==> src/rtl/ddr4_instr_decoder_pipe_pkg.sv <==
// ddr4_instr_decoder_pipe_pkg
// Shared constants for the registered DDR4 instruction decoder.
//   - SoftMC instruction field offsets (RAS/CAS/WE/CS/BG/BANK/ROW). The bit
//     positions assume the default widths: ROW_WIDTH=17, BANK_WIDTH=2,
//     BG_WIDTH=2 and CS_WIDTH=1.
//   - Command codes as {ras_n, cas_n, we_n}.
//   - Error codes reported on err_code.
package ddr4_instr_decoder_pipe_pkg;

  localparam int RAS_OFFSET  = 21;
  localparam int CAS_OFFSET  = 20;
  localparam int WE_OFFSET   = 19;
  localparam int CS_OFFSET   = 18;
  localparam int BG_OFFSET   = 16;
  localparam int BANK_OFFSET = 14;
  localparam int ROW_OFFSET  = 0;
  localparam int A10_BIT     = 10;

  typedef enum logic [2:0] {
    CMD_MRS = 3'b000,
    CMD_REF = 3'b001,
    CMD_PRE = 3'b010,
    CMD_ACT = 3'b011,
    CMD_WR  = 3'b100,
    CMD_RD  = 3'b101,
    CMD_NOP = 3'b111
  } cmd_e;

  typedef enum logic [1:0] {
    ERR_NONE   = 2'b00,
    ERR_CLOSED = 2'b01,
    ERR_OPEN   = 2'b10,
    ERR_REF    = 2'b11
  } err_e;

endpackage

==> src/rtl/ddr4_instr_decoder_pipe_if.sv <==
// ddr4_instr_decoder_pipe_if
// Bundles the dispatcher-side instruction beat and the DFI-side decoded beat.
//   master : dispatcher/phy side (drives in_valid, instr, in_phase, out_ready)
//   slave  : decoder side (drives in_ready, the DFI vectors, strobes, errors)
interface ddr4_instr_decoder_pipe_if #(
  parameter int ROW_WIDTH  = 17,
  parameter int BANK_WIDTH = 2,
  parameter int BG_WIDTH   = 2,
  parameter int CS_WIDTH   = 1,
  parameter int NSLOT      = 8,
  parameter int REP        = 2,
  parameter int CNT_WIDTH  = 16
);
  localparam int PH_W = (NSLOT / REP > 1) ? $clog2(NSLOT / REP) : 1;

  logic                        in_valid;
  logic                        in_ready;
  logic [31:0]                 instr;
  logic [PH_W-1:0]             in_phase;
  logic                        out_valid;
  logic                        out_ready;
  logic [ROW_WIDTH*NSLOT-1:0]  dfi_address;
  logic [BANK_WIDTH*NSLOT-1:0] dfi_bank;
  logic [BG_WIDTH*NSLOT-1:0]   dfi_bankgroup;
  logic [CS_WIDTH*NSLOT-1:0]   dfi_cs_n;
  logic [NSLOT-1:0]            dfi_act_n;
  logic                        dfi_ras_n;
  logic                        dfi_cas_n;
  logic                        dfi_we_n;
  logic                        mc_rd_cas;
  logic                        mc_wr_cas;
  logic                        err_valid;
  logic [1:0]                  err_code;
  logic [CNT_WIDTH-1:0]        err_cnt;

  modport master (
    output in_valid, instr, in_phase, out_ready,
    input  in_ready, out_valid, dfi_address, dfi_bank, dfi_bankgroup,
           dfi_cs_n, dfi_act_n, dfi_ras_n, dfi_cas_n, dfi_we_n,
           mc_rd_cas, mc_wr_cas, err_valid, err_code, err_cnt
  );

  modport slave (
    input  in_valid, instr, in_phase, out_ready,
    output in_ready, out_valid, dfi_address, dfi_bank, dfi_bankgroup,
           dfi_cs_n, dfi_act_n, dfi_ras_n, dfi_cas_n, dfi_we_n,
           mc_rd_cas, mc_wr_cas, err_valid, err_code, err_cnt
  );
endinterface

==> src/rtl/ddr4_instr_decoder_pipe_bank_tracker.sv <==
// ddr4_bank_tracker
// Per-bank open-row bits plus legality checks and a saturating error count.
// Optional macro: DDR4_DECODER_BLOCK_ILLEGAL_EN (illegal commands do not
// update the open bits).
// Ports:
//   clk, rst             clock, asynchronous active-high reset
//   i_accept             a beat is accepted this cycle
//   i_drain              output consumed with no new beat behind it
//   i_cmd, i_cs          decoded {ras,cas,we} and chip-select field
//   i_bank, i_bg, i_a10  bank address, bank group, A10 (PRE-all)
//   o_illegal            combinational check result for the current beat
//   o_err_valid/o_err_code/o_err_cnt  registered error reporting
module ddr4_bank_tracker
  import ddr4_instr_decoder_pipe_pkg::*;
#(
  parameter int BANK_WIDTH = 2,
  parameter int BG_WIDTH   = 2,
  parameter int CS_WIDTH   = 1,
  parameter int CNT_WIDTH  = 16
) (
  input  logic                  clk,
  input  logic                  rst,
  input  logic                  i_accept,
  input  logic                  i_drain,
  input  logic [2:0]            i_cmd,
  input  logic [CS_WIDTH-1:0]   i_cs,
  input  logic [BANK_WIDTH-1:0] i_bank,
  input  logic [BG_WIDTH-1:0]   i_bg,
  input  logic                  i_a10,
  output logic                  o_illegal,
  output logic                  o_err_valid,
  output logic [1:0]            o_err_code,
  output logic [CNT_WIDTH-1:0]  o_err_cnt
);
  localparam int NB = 1 << (BANK_WIDTH + BG_WIDTH);

  logic [NB-1:0]                    r_open;
  logic                             r_err_valid;
  logic [1:0]                       r_err_code;
  logic [CNT_WIDTH-1:0]             r_err_cnt;
  logic [BANK_WIDTH+BG_WIDTH-1:0]   w_idx;
  logic                             w_sel;
  logic                             w_upd;
  logic [1:0]                       w_code;

  assign w_idx = {i_bg, i_bank};
  // A rank is addressed when any chip-select bit is driven low.
  assign w_sel = ~&i_cs;

  // Checks look at the open bits as they were before this beat.
  always_comb begin
    w_code = ERR_NONE;
    if (w_sel) begin
      case (i_cmd)
        CMD_RD, CMD_WR: if (!r_open[w_idx]) w_code = ERR_CLOSED;
        CMD_ACT:        if (r_open[w_idx])  w_code = ERR_OPEN;
        CMD_REF:        if (|r_open)        w_code = ERR_REF;
        default:        w_code = ERR_NONE;
      endcase
    end
  end

  assign o_illegal = (w_code != ERR_NONE);

`ifdef DDR4_DECODER_BLOCK_ILLEGAL_EN
  assign w_upd = i_accept && w_sel && !o_illegal;
`else
  assign w_upd = i_accept && w_sel;
`endif

  always_ff @(posedge clk or posedge rst) begin
    if (rst) begin
      r_open      <= '0;
      r_err_valid <= 1'b0;
      r_err_code  <= ERR_NONE;
      r_err_cnt   <= '0;
    end else begin
      if (w_upd) begin
        case (i_cmd)
          CMD_ACT: r_open[w_idx] <= 1'b1;
          CMD_PRE: begin
            if (i_a10) r_open <= '0;
            else       r_open[w_idx] <= 1'b0;
          end
          default: r_open <= r_open;
        endcase
      end
      if (i_accept) begin
        r_err_valid <= o_illegal;
        r_err_code  <= w_code;
        if (o_illegal && !(&r_err_cnt)) r_err_cnt <= r_err_cnt + 1'b1;
      end else if (i_drain) begin
        r_err_valid <= 1'b0;
        r_err_code  <= ERR_NONE;
      end
    end
  end

  assign o_err_valid = r_err_valid;
  assign o_err_code  = r_err_code;
  assign o_err_cnt   = r_err_cnt;
endmodule

==> src/rtl/ddr4_instr_decoder_pipe.sv <==
// ddr4_instr_decoder_pipe
// Registered, flow-controlled SoftMC DDR4 instruction decoder. Each accepted
// 32-bit instruction becomes one beat of multi-slot DFI command vectors one
// cycle later; the command occupies REP slots starting at in_phase*REP and
// all other slots carry the idle pattern.
// Optional macro: DDR4_DECODER_BLOCK_ILLEGAL_EN -- illegal commands are sent
// as NOP (all slots idle, strobes low) but still flagged and counted.
// Ports:
//   clk  controller clock
//   rst  asynchronous, active-high reset
//   bus  ddr4_instr_decoder_pipe_if.slave: instruction in, DFI beat out,
//        RD/WR CAS strobes, err_valid/err_code/err_cnt
module ddr4_instr_decoder_pipe
  import ddr4_instr_decoder_pipe_pkg::*;
#(
  parameter int ROW_WIDTH  = 17,
  parameter int BANK_WIDTH = 2,
  parameter int BG_WIDTH   = 2,
  parameter int CS_WIDTH   = 1,
  parameter int NSLOT      = 8,
  parameter int REP        = 2,
  parameter int CNT_WIDTH  = 16
) (
  input  logic clk,
  input  logic rst,
  ddr4_instr_decoder_pipe_if.slave bus
);
  logic [2:0]                  w_cmd;
  logic [CS_WIDTH-1:0]         w_cs;
  logic [BANK_WIDTH-1:0]       w_bank;
  logic [BG_WIDTH-1:0]         w_bg;
  logic                        w_is_act;
  logic                        w_accept;
  logic                        w_drain;
  logic                        w_illegal;
  logic                        w_block;
  logic [ROW_WIDTH-1:0]        w_addr_slot;
  logic [ROW_WIDTH*NSLOT-1:0]  w_addr_n;
  logic [BANK_WIDTH*NSLOT-1:0] w_bank_n;
  logic [BG_WIDTH*NSLOT-1:0]   w_bg_n;
  logic [CS_WIDTH*NSLOT-1:0]   w_cs_n;
  logic [NSLOT-1:0]            w_act_n;

  logic                        r_out_valid;
  logic [ROW_WIDTH*NSLOT-1:0]  r_addr;
  logic [BANK_WIDTH*NSLOT-1:0] r_bank;
  logic [BG_WIDTH*NSLOT-1:0]   r_bg;
  logic [CS_WIDTH*NSLOT-1:0]   r_cs_n;
  logic [NSLOT-1:0]            r_act_n;
  logic [2:0]                  r_ctl;
  logic                        r_rd_cas;
  logic                        r_wr_cas;

  assign w_cmd    = {bus.instr[RAS_OFFSET], bus.instr[CAS_OFFSET], bus.instr[WE_OFFSET]};
  assign w_cs     = bus.instr[CS_OFFSET +: CS_WIDTH];
  assign w_bank   = bus.instr[BANK_OFFSET +: BANK_WIDTH];
  assign w_bg     = bus.instr[BG_OFFSET +: BG_WIDTH];
  assign w_is_act = (w_cmd == CMD_ACT);

  // Reset holds the input closed so nothing is taken while state is cleared.
  assign bus.in_ready = !rst && (!r_out_valid || bus.out_ready);
  assign w_accept     = bus.in_valid && bus.in_ready;
  assign w_drain      = r_out_valid && bus.out_ready && !w_accept;

  ddr4_bank_tracker #(
    .BANK_WIDTH (BANK_WIDTH),
    .BG_WIDTH   (BG_WIDTH),
    .CS_WIDTH   (CS_WIDTH),
    .CNT_WIDTH  (CNT_WIDTH)
  ) u_tracker (
    .clk         (clk),
    .rst         (rst),
    .i_accept    (w_accept),
    .i_drain     (w_drain),
    .i_cmd       (w_cmd),
    .i_cs        (w_cs),
    .i_bank      (w_bank),
    .i_bg        (w_bg),
    .i_a10       (bus.instr[A10_BIT]),
    .o_illegal   (w_illegal),
    .o_err_valid (bus.err_valid),
    .o_err_code  (bus.err_code),
    .o_err_cnt   (bus.err_cnt)
  );

`ifdef DDR4_DECODER_BLOCK_ILLEGAL_EN
  assign w_block = w_illegal;
`else
  assign w_block = 1'b0;
`endif

  // ACT drives A16:A14 low and signals itself through act_n; every other
  // command carries RAS/CAS/WE on A16:A14.
  assign w_addr_slot = {(w_is_act ? 3'b000 : w_cmd), bus.instr[ROW_OFFSET +: ROW_WIDTH-3]};

  always_comb begin
    w_addr_n = '0;
    w_bank_n = '0;
    w_bg_n   = '0;
    w_cs_n   = '1;
    w_act_n  = '1;
    for (int s = 0; s < NSLOT; s++) begin
      if (!w_block && ((s / REP) == int'(bus.in_phase))) begin
        w_addr_n[s*ROW_WIDTH +: ROW_WIDTH]   = w_addr_slot;
        w_bank_n[s*BANK_WIDTH +: BANK_WIDTH] = w_bank;
        w_bg_n[s*BG_WIDTH +: BG_WIDTH]       = w_bg;
        w_cs_n[s*CS_WIDTH +: CS_WIDTH]       = w_cs;
        w_act_n[s]                           = !w_is_act;
      end
    end
  end

  // Output beat register: loads on accept, holds while stalled.
  always_ff @(posedge clk or posedge rst) begin
    if (rst) begin
      r_out_valid <= 1'b0;
      r_addr      <= '0;
      r_bank      <= '0;
      r_bg        <= '0;
      r_cs_n      <= '1;
      r_act_n     <= '1;
      r_ctl       <= 3'b111;
      r_rd_cas    <= 1'b0;
      r_wr_cas    <= 1'b0;
    end else if (w_accept) begin
      r_out_valid <= 1'b1;
      r_addr      <= w_addr_n;
      r_bank      <= w_bank_n;
      r_bg        <= w_bg_n;
      r_cs_n      <= w_cs_n;
      r_act_n     <= w_act_n;
      r_ctl       <= w_block ? 3'b111 : w_cmd;
      r_rd_cas    <= !w_block && (w_cmd == CMD_RD);
      r_wr_cas    <= !w_block && (w_cmd == CMD_WR);
    end else if (bus.out_ready) begin
      r_out_valid <= 1'b0;
    end
  end

  assign bus.out_valid     = r_out_valid;
  assign bus.dfi_address   = r_addr;
  assign bus.dfi_bank      = r_bank;
  assign bus.dfi_bankgroup = r_bg;
  assign bus.dfi_cs_n      = r_cs_n;
  assign bus.dfi_act_n     = r_act_n;
  assign bus.dfi_ras_n     = r_ctl[2];
  assign bus.dfi_cas_n     = r_ctl[1];
  assign bus.dfi_we_n      = r_ctl[0];
  assign bus.mc_rd_cas     = r_rd_cas;
  assign bus.mc_wr_cas     = r_wr_cas;
endmodule

==> src/flat_wrapper.sv <==
// flat-port wrapper written by rule: the top's interface ports become plain ports
module ddr4_instr_decoder_pipe_flat import ddr4_instr_decoder_pipe_pkg::*;
#(
  parameter int ROW_WIDTH  = 17,
  parameter int BANK_WIDTH = 2,
  parameter int BG_WIDTH   = 2,
  parameter int CS_WIDTH   = 1,
  parameter int NSLOT      = 8,
  parameter int REP        = 2,
  parameter int CNT_WIDTH  = 16
)
  (clk, rst, bus_in_valid, bus_instr, bus_in_phase, bus_out_ready, bus_in_ready, bus_out_valid, bus_dfi_address, bus_dfi_bank, bus_dfi_bankgroup, bus_dfi_cs_n, bus_dfi_act_n, bus_dfi_ras_n, bus_dfi_cas_n, bus_dfi_we_n, bus_mc_rd_cas, bus_mc_wr_cas, bus_err_valid, bus_err_code, bus_err_cnt);
  ddr4_instr_decoder_pipe_if #(.ROW_WIDTH(ROW_WIDTH), .BANK_WIDTH(BANK_WIDTH), .BG_WIDTH(BG_WIDTH), .CS_WIDTH(CS_WIDTH), .NSLOT(NSLOT), .REP(REP), .CNT_WIDTH(CNT_WIDTH)) bus_i ();
  input  logic clk;
  input  logic rst;
  input wire logic [$bits(bus_i.in_valid)-1:0] bus_in_valid;
  input wire logic [$bits(bus_i.instr)-1:0] bus_instr;
  input wire logic [$bits(bus_i.in_phase)-1:0] bus_in_phase;
  input wire logic [$bits(bus_i.out_ready)-1:0] bus_out_ready;
  output wire logic [$bits(bus_i.in_ready)-1:0] bus_in_ready;
  output wire logic [$bits(bus_i.out_valid)-1:0] bus_out_valid;
  output wire logic [$bits(bus_i.dfi_address)-1:0] bus_dfi_address;
  output wire logic [$bits(bus_i.dfi_bank)-1:0] bus_dfi_bank;
  output wire logic [$bits(bus_i.dfi_bankgroup)-1:0] bus_dfi_bankgroup;
  output wire logic [$bits(bus_i.dfi_cs_n)-1:0] bus_dfi_cs_n;
  output wire logic [$bits(bus_i.dfi_act_n)-1:0] bus_dfi_act_n;
  output wire logic [$bits(bus_i.dfi_ras_n)-1:0] bus_dfi_ras_n;
  output wire logic [$bits(bus_i.dfi_cas_n)-1:0] bus_dfi_cas_n;
  output wire logic [$bits(bus_i.dfi_we_n)-1:0] bus_dfi_we_n;
  output wire logic [$bits(bus_i.mc_rd_cas)-1:0] bus_mc_rd_cas;
  output wire logic [$bits(bus_i.mc_wr_cas)-1:0] bus_mc_wr_cas;
  output wire logic [$bits(bus_i.err_valid)-1:0] bus_err_valid;
  output wire logic [$bits(bus_i.err_code)-1:0] bus_err_code;
  output wire logic [$bits(bus_i.err_cnt)-1:0] bus_err_cnt;
  assign bus_i.in_valid = bus_in_valid;
  assign bus_i.instr = bus_instr;
  assign bus_i.in_phase = bus_in_phase;
  assign bus_i.out_ready = bus_out_ready;
  assign bus_in_ready = bus_i.in_ready;
  assign bus_out_valid = bus_i.out_valid;
  assign bus_dfi_address = bus_i.dfi_address;
  assign bus_dfi_bank = bus_i.dfi_bank;
  assign bus_dfi_bankgroup = bus_i.dfi_bankgroup;
  assign bus_dfi_cs_n = bus_i.dfi_cs_n;
  assign bus_dfi_act_n = bus_i.dfi_act_n;
  assign bus_dfi_ras_n = bus_i.dfi_ras_n;
  assign bus_dfi_cas_n = bus_i.dfi_cas_n;
  assign bus_dfi_we_n = bus_i.dfi_we_n;
  assign bus_mc_rd_cas = bus_i.mc_rd_cas;
  assign bus_mc_wr_cas = bus_i.mc_wr_cas;
  assign bus_err_valid = bus_i.err_valid;
  assign bus_err_code = bus_i.err_code;
  assign bus_err_cnt = bus_i.err_cnt;
  ddr4_instr_decoder_pipe #(.ROW_WIDTH(ROW_WIDTH), .BANK_WIDTH(BANK_WIDTH), .BG_WIDTH(BG_WIDTH), .CS_WIDTH(CS_WIDTH), .NSLOT(NSLOT), .REP(REP), .CNT_WIDTH(CNT_WIDTH)) u_core (.clk(clk), .rst(rst), .bus(bus_i));
endmodule
==> config.mk <==
export PLATFORM = sky130hd
export DESIGN_NAME = ddr4_instr_decoder_pipe_flat
export DESIGN_NICKNAME = d
export VERILOG_FILES = /design/src/rtl/ddr4_instr_decoder_pipe_pkg.sv /design/src/rtl/ddr4_instr_decoder_pipe_if.sv /design/src/rtl/ddr4_instr_decoder_pipe_bank_tracker.sv /design/src/rtl/ddr4_instr_decoder_pipe.sv /design/src/flat_wrapper.sv
export SDC_FILE = /design/constraint.sdc
export NUM_CORES = 1
export LEC_CHECK = 0
export CAP_MARGIN = 5
export CORE_UTILIZATION = 40
export DETAILED_ROUTE_END_ITERATION = 7
export PLACE_DENSITY = 0.84
export SLEW_MARGIN = 20
export SYNTH_ARGS = -nofsm -noshare
export SYNTH_HDL_FRONTEND = slang
export SYNTH_SLANG_ARGS = --single-unit
==> constraint.sdc <==
create_clock -name clk -period 6.7 [get_ports clk]
set_clock_uncertainty 0.15 [all_clocks]
set_input_delay 1.34 -clock clk [delete_from_list [all_inputs] [get_ports clk]]
set_output_delay 1.34 -clock clk [all_outputs]
set_load 0.01 [all_outputs]
==> impl_metrics.tcl <==
set metrics [dict create \
    status "completed" \
    synth_cells 713 \
    yosys_warnings 0 \
    core-area_um2 15940 \
    ys_ff_latch 133 \
    instances_no_fill 1063 \
    first_global_vias 4904 \
    cp_cell_sequence "clkdlybuf4s50_1 > inv_4 > and2_1 > clkdlybuf4s50_1" \
    cts_hold_buf 0 \
    critPathMaxFanout 68 \
    cp-end-kind "output pin" \
    drc 0 \
    post_drt_via_cell_ratio 5.054 \
    die-area_um2 16890 \
    grt_pass1_wl_mm 26.04 \
    initial_utilization_pct 41.08 \
    total_power_mw 2.320 \
    htreeDepth 4 \
    hold_class "reg2reg" \
    drt_iter0_markers 416 \
    synth.distinct_cells 41 \
    ys_top_cells_by_area "dfrtp_1 (47%), nand2_1 (11%), buf_4 (11%)" \
    syn_to_final_growth_pct 36.68 \
    grt_overflow 0 \
    slowest_stage "inv_4" \
    path_clk_slew_ns 0.06 \
    synth_common_cells "nand2_1 (194), dfrtp_1 (122), buf_4 (92)" \
    critPathTopFamily "buffers and inverters" \
    maxCapViolCount 0 \
    totalWireLength_mm 17.16 \
    dieWidth_um 130.0 \
    cpMostUsedCell "clkdlybuf4s50_1" \
    avgSynthCellArea_um2 9.187 \
    clock-sinks 133 \
    rsz0062_at_grt "false" \
    fin_crit_sh_pct 69.57 \
    wl_per_cell_um 16.14 \
    dr.pass1.iters 5 \
    dieHeight_um 130.0 \
    seq_area_frac_synth_pct 51.02 \
    pin_count 248 \
    power_density_nw_per_um2 259.2 \
    drive_gt1_share_pct 8.855 \
    synth_edf_count 0 \
    critical_path_class "in2out" \
    syn_nets 752 \
    finalHoldViolCount 0 \
    synth_area_um2 6550 \
    ys.flop_type "dfrtp_1" \
    period_needed_ns 4.661 \
    maxSlewViolCount 0 \
    cts_root_buffer "clkbuf_16" \
    fillCellCount 1344 \
    regArea_um2 3342 \
    async_reset_ff_share_pct 100.0 \
    n_antenna_cell 0 \
    postCtsSetupRepairBufs 0 \
    cts-resized-gates 0 \
    antenna_found_initial 0 \
    ir_worst_vdd_mv 0.1737 \
    dp_hpwl_mm 11.88 \
    rows 46 \
    grt_max_degree 113 \
    finalSetupViolations 0 \
    vias 5372 \
    grt_use_total_pct 20.40 \
    clock.fmax_mhz 214.5 \
    max_stage_delay_ns 0.61 \
    p_leak_nw 4.140 \
    clk_path_buf_depth 2 \
    ant_nets 0 \
    yosysTopAreaCell "dfrtp_1" \
    synth.most_common_cell "nand2_1" \
    fin_nets 873 \
    portBuffers 237 \
    tritoncts "built" \
    synth_top_area_share_pct 46.61 \
    finalSetupTns_ns 0 \
    insertion_delay_ns 0.42 \
    path_buf_inv 3 \
    start_kind "input port" \
    worst_pin_slew_ns 1.112 \
    multiInputGateArea_um2 2340 \
    cts_buffers 17 \
    required_ns 5.21 \
    dpl.cell_count 1031 \
    place_congestion 0.7927 \
    relSlewSlack_pct 25.50 \
    worstPathArrival_ns 3.17 \
]
metrics by stage:
| step | hold slack, ns | util, % | cell area (um^2) | worst slack (ns) |
|---|---|---|---|---|
| 5_1_grt | 0.3398 | 56.15 | 8952 | 1.845 |
| 4_1_cts | 0.3235 | 56.10 | 8944 | 1.970 |
| 6_report | 0.3192 | 56.15 | 8952 | 2.039 |
| 3_5_place_dp | 0.3130 | 52.36 | 8348 | 1.963 |
| 3_3_place_gp | 0.2978 | 52.36 | 8348 | 1.982 |
| 2_1_floorplan | 0.3145 | - | 6550 | 0.6923 |
path summary, 6_finish.rpt:
kind,start,to,slack [ns],depth (start not counted)
hold reg to reg,u_core.bus.dfi_cs_n[3]$_DFFE_PP1P_,u_core.bus.dfi_cs_n[3]$_DFFE_PP1P_,0.32,2
hold / removal,u_core.bus.dfi_cs_n[3]$_DFFE_PP1P_,u_core.bus.dfi_cs_n[3]$_DFFE_PP1P_,0.32,2
setup reg to reg,u_core.bus.out_valid$_DFFE_PP0P_,u_core.u_tracker.r_open[10]$_DFFE_PP0P_,3.75,5
setup / recovery,rst,bus_in_ready,2.04,4
min in group asynchronous,rst,u_core.bus.dfi_address[100]$_DFFE_PP0P_,1.31,2
max in group asynchronous,rst,u_core.u_tracker.r_open[12]$_DFFE_PP0P_,3.68,3
worst register-to-register path, cell delays in order (launching register included):
cell and delay (ns):
dfrtp_1 0.39, nand2b_1 0.23, nand2_8 0.41, or3_1 0.61, nor2_1 0.82, a21oi_1 0.17
sequential cells by signal, summed over array words and instances (netlist names):
signal,count
u_core.bus.dfi_bank,8
u_core.r_ctl,3
u_core.bus.mc_wr_cas,1
u_core.bus.out_valid,1
u_core.bus.dfi_address,68
u_core.bus.dfi_cs_n,4
u_core.u_tracker.o_err_code,2
u_core.bus.dfi_act_n,4
u_core.u_tracker.o_err_valid,1
u_core.u_tracker.o_err_cnt,16
u_core.bus.dfi_bankgroup,8
u_core.u_tracker.r_open,16
u_core.bus.mc_rd_cas,1
where the power goes:
part / total (mW) / internal, mW / switching, mW
clock: 0.937 / 0.557 / 0.380
combinational: 0.451 / 0.236 / 0.215
sequential: 0.932 / 0.875 / 0.0572
total: 2.32 / 1.67 / 0.653
cells by family after synthesis:
family | Yosys count | synth area share [%]
DFF | 133 | 51.02
muxes | 5 | 1.547
and+or+nand+nor | 342 | 24.05
AOI/OAI and AO/OA | 76 | 7.545
adders and majority gates | 1 | 0.1910
xor gates and xnor gates | 15 | 2.006
buffers and inverters | 141 | 13.64
layout make-up:
| cell class | count | area share, % |
|---|---|---|
| Inverter | 4 | 0.1957 |
| Clock inverter | 15 | 1.901 |
| Multi-Input combinational cell | 439 | 26.14 |
| Timing Repair Buffer | 239 | 26.67 |
| Tap cell | 216 | 3.019 |
| Clock buffer | 17 | 4.752 |
| Sequential cell | 133 | 37.33 |
placed cells by master (no fill, tap or decap), drive strengths merged, types with 2 or more instances in the layout:
cell type,count
bufinv,2
nand4,4
nand2,194
dfstp,11
xor2,15
and3,3
nor4,7
a31oi,4
a21oi,32
o21ai,8
nor3,10
dfrtp,122
nand3,84
clkdlybuf4s50,237
o41ai,2
nor3b,3
a32o,2
nor2b,7
nor2,15
nand2b,5
clkinvlp,5
or2,2
clkbuf,17
mux4,4
a21o,16
buf,2
inv,10
clkinv,2
o31ai,8
and2,6
routing by layer:
metal  global-route usage, %  wire [um]
met5                       0          0
met4                   8.482        360
met3                   5.412       1410
met2                   34.32       8634
met1                   24.82       6756
(Power assumes the default switching activity.)
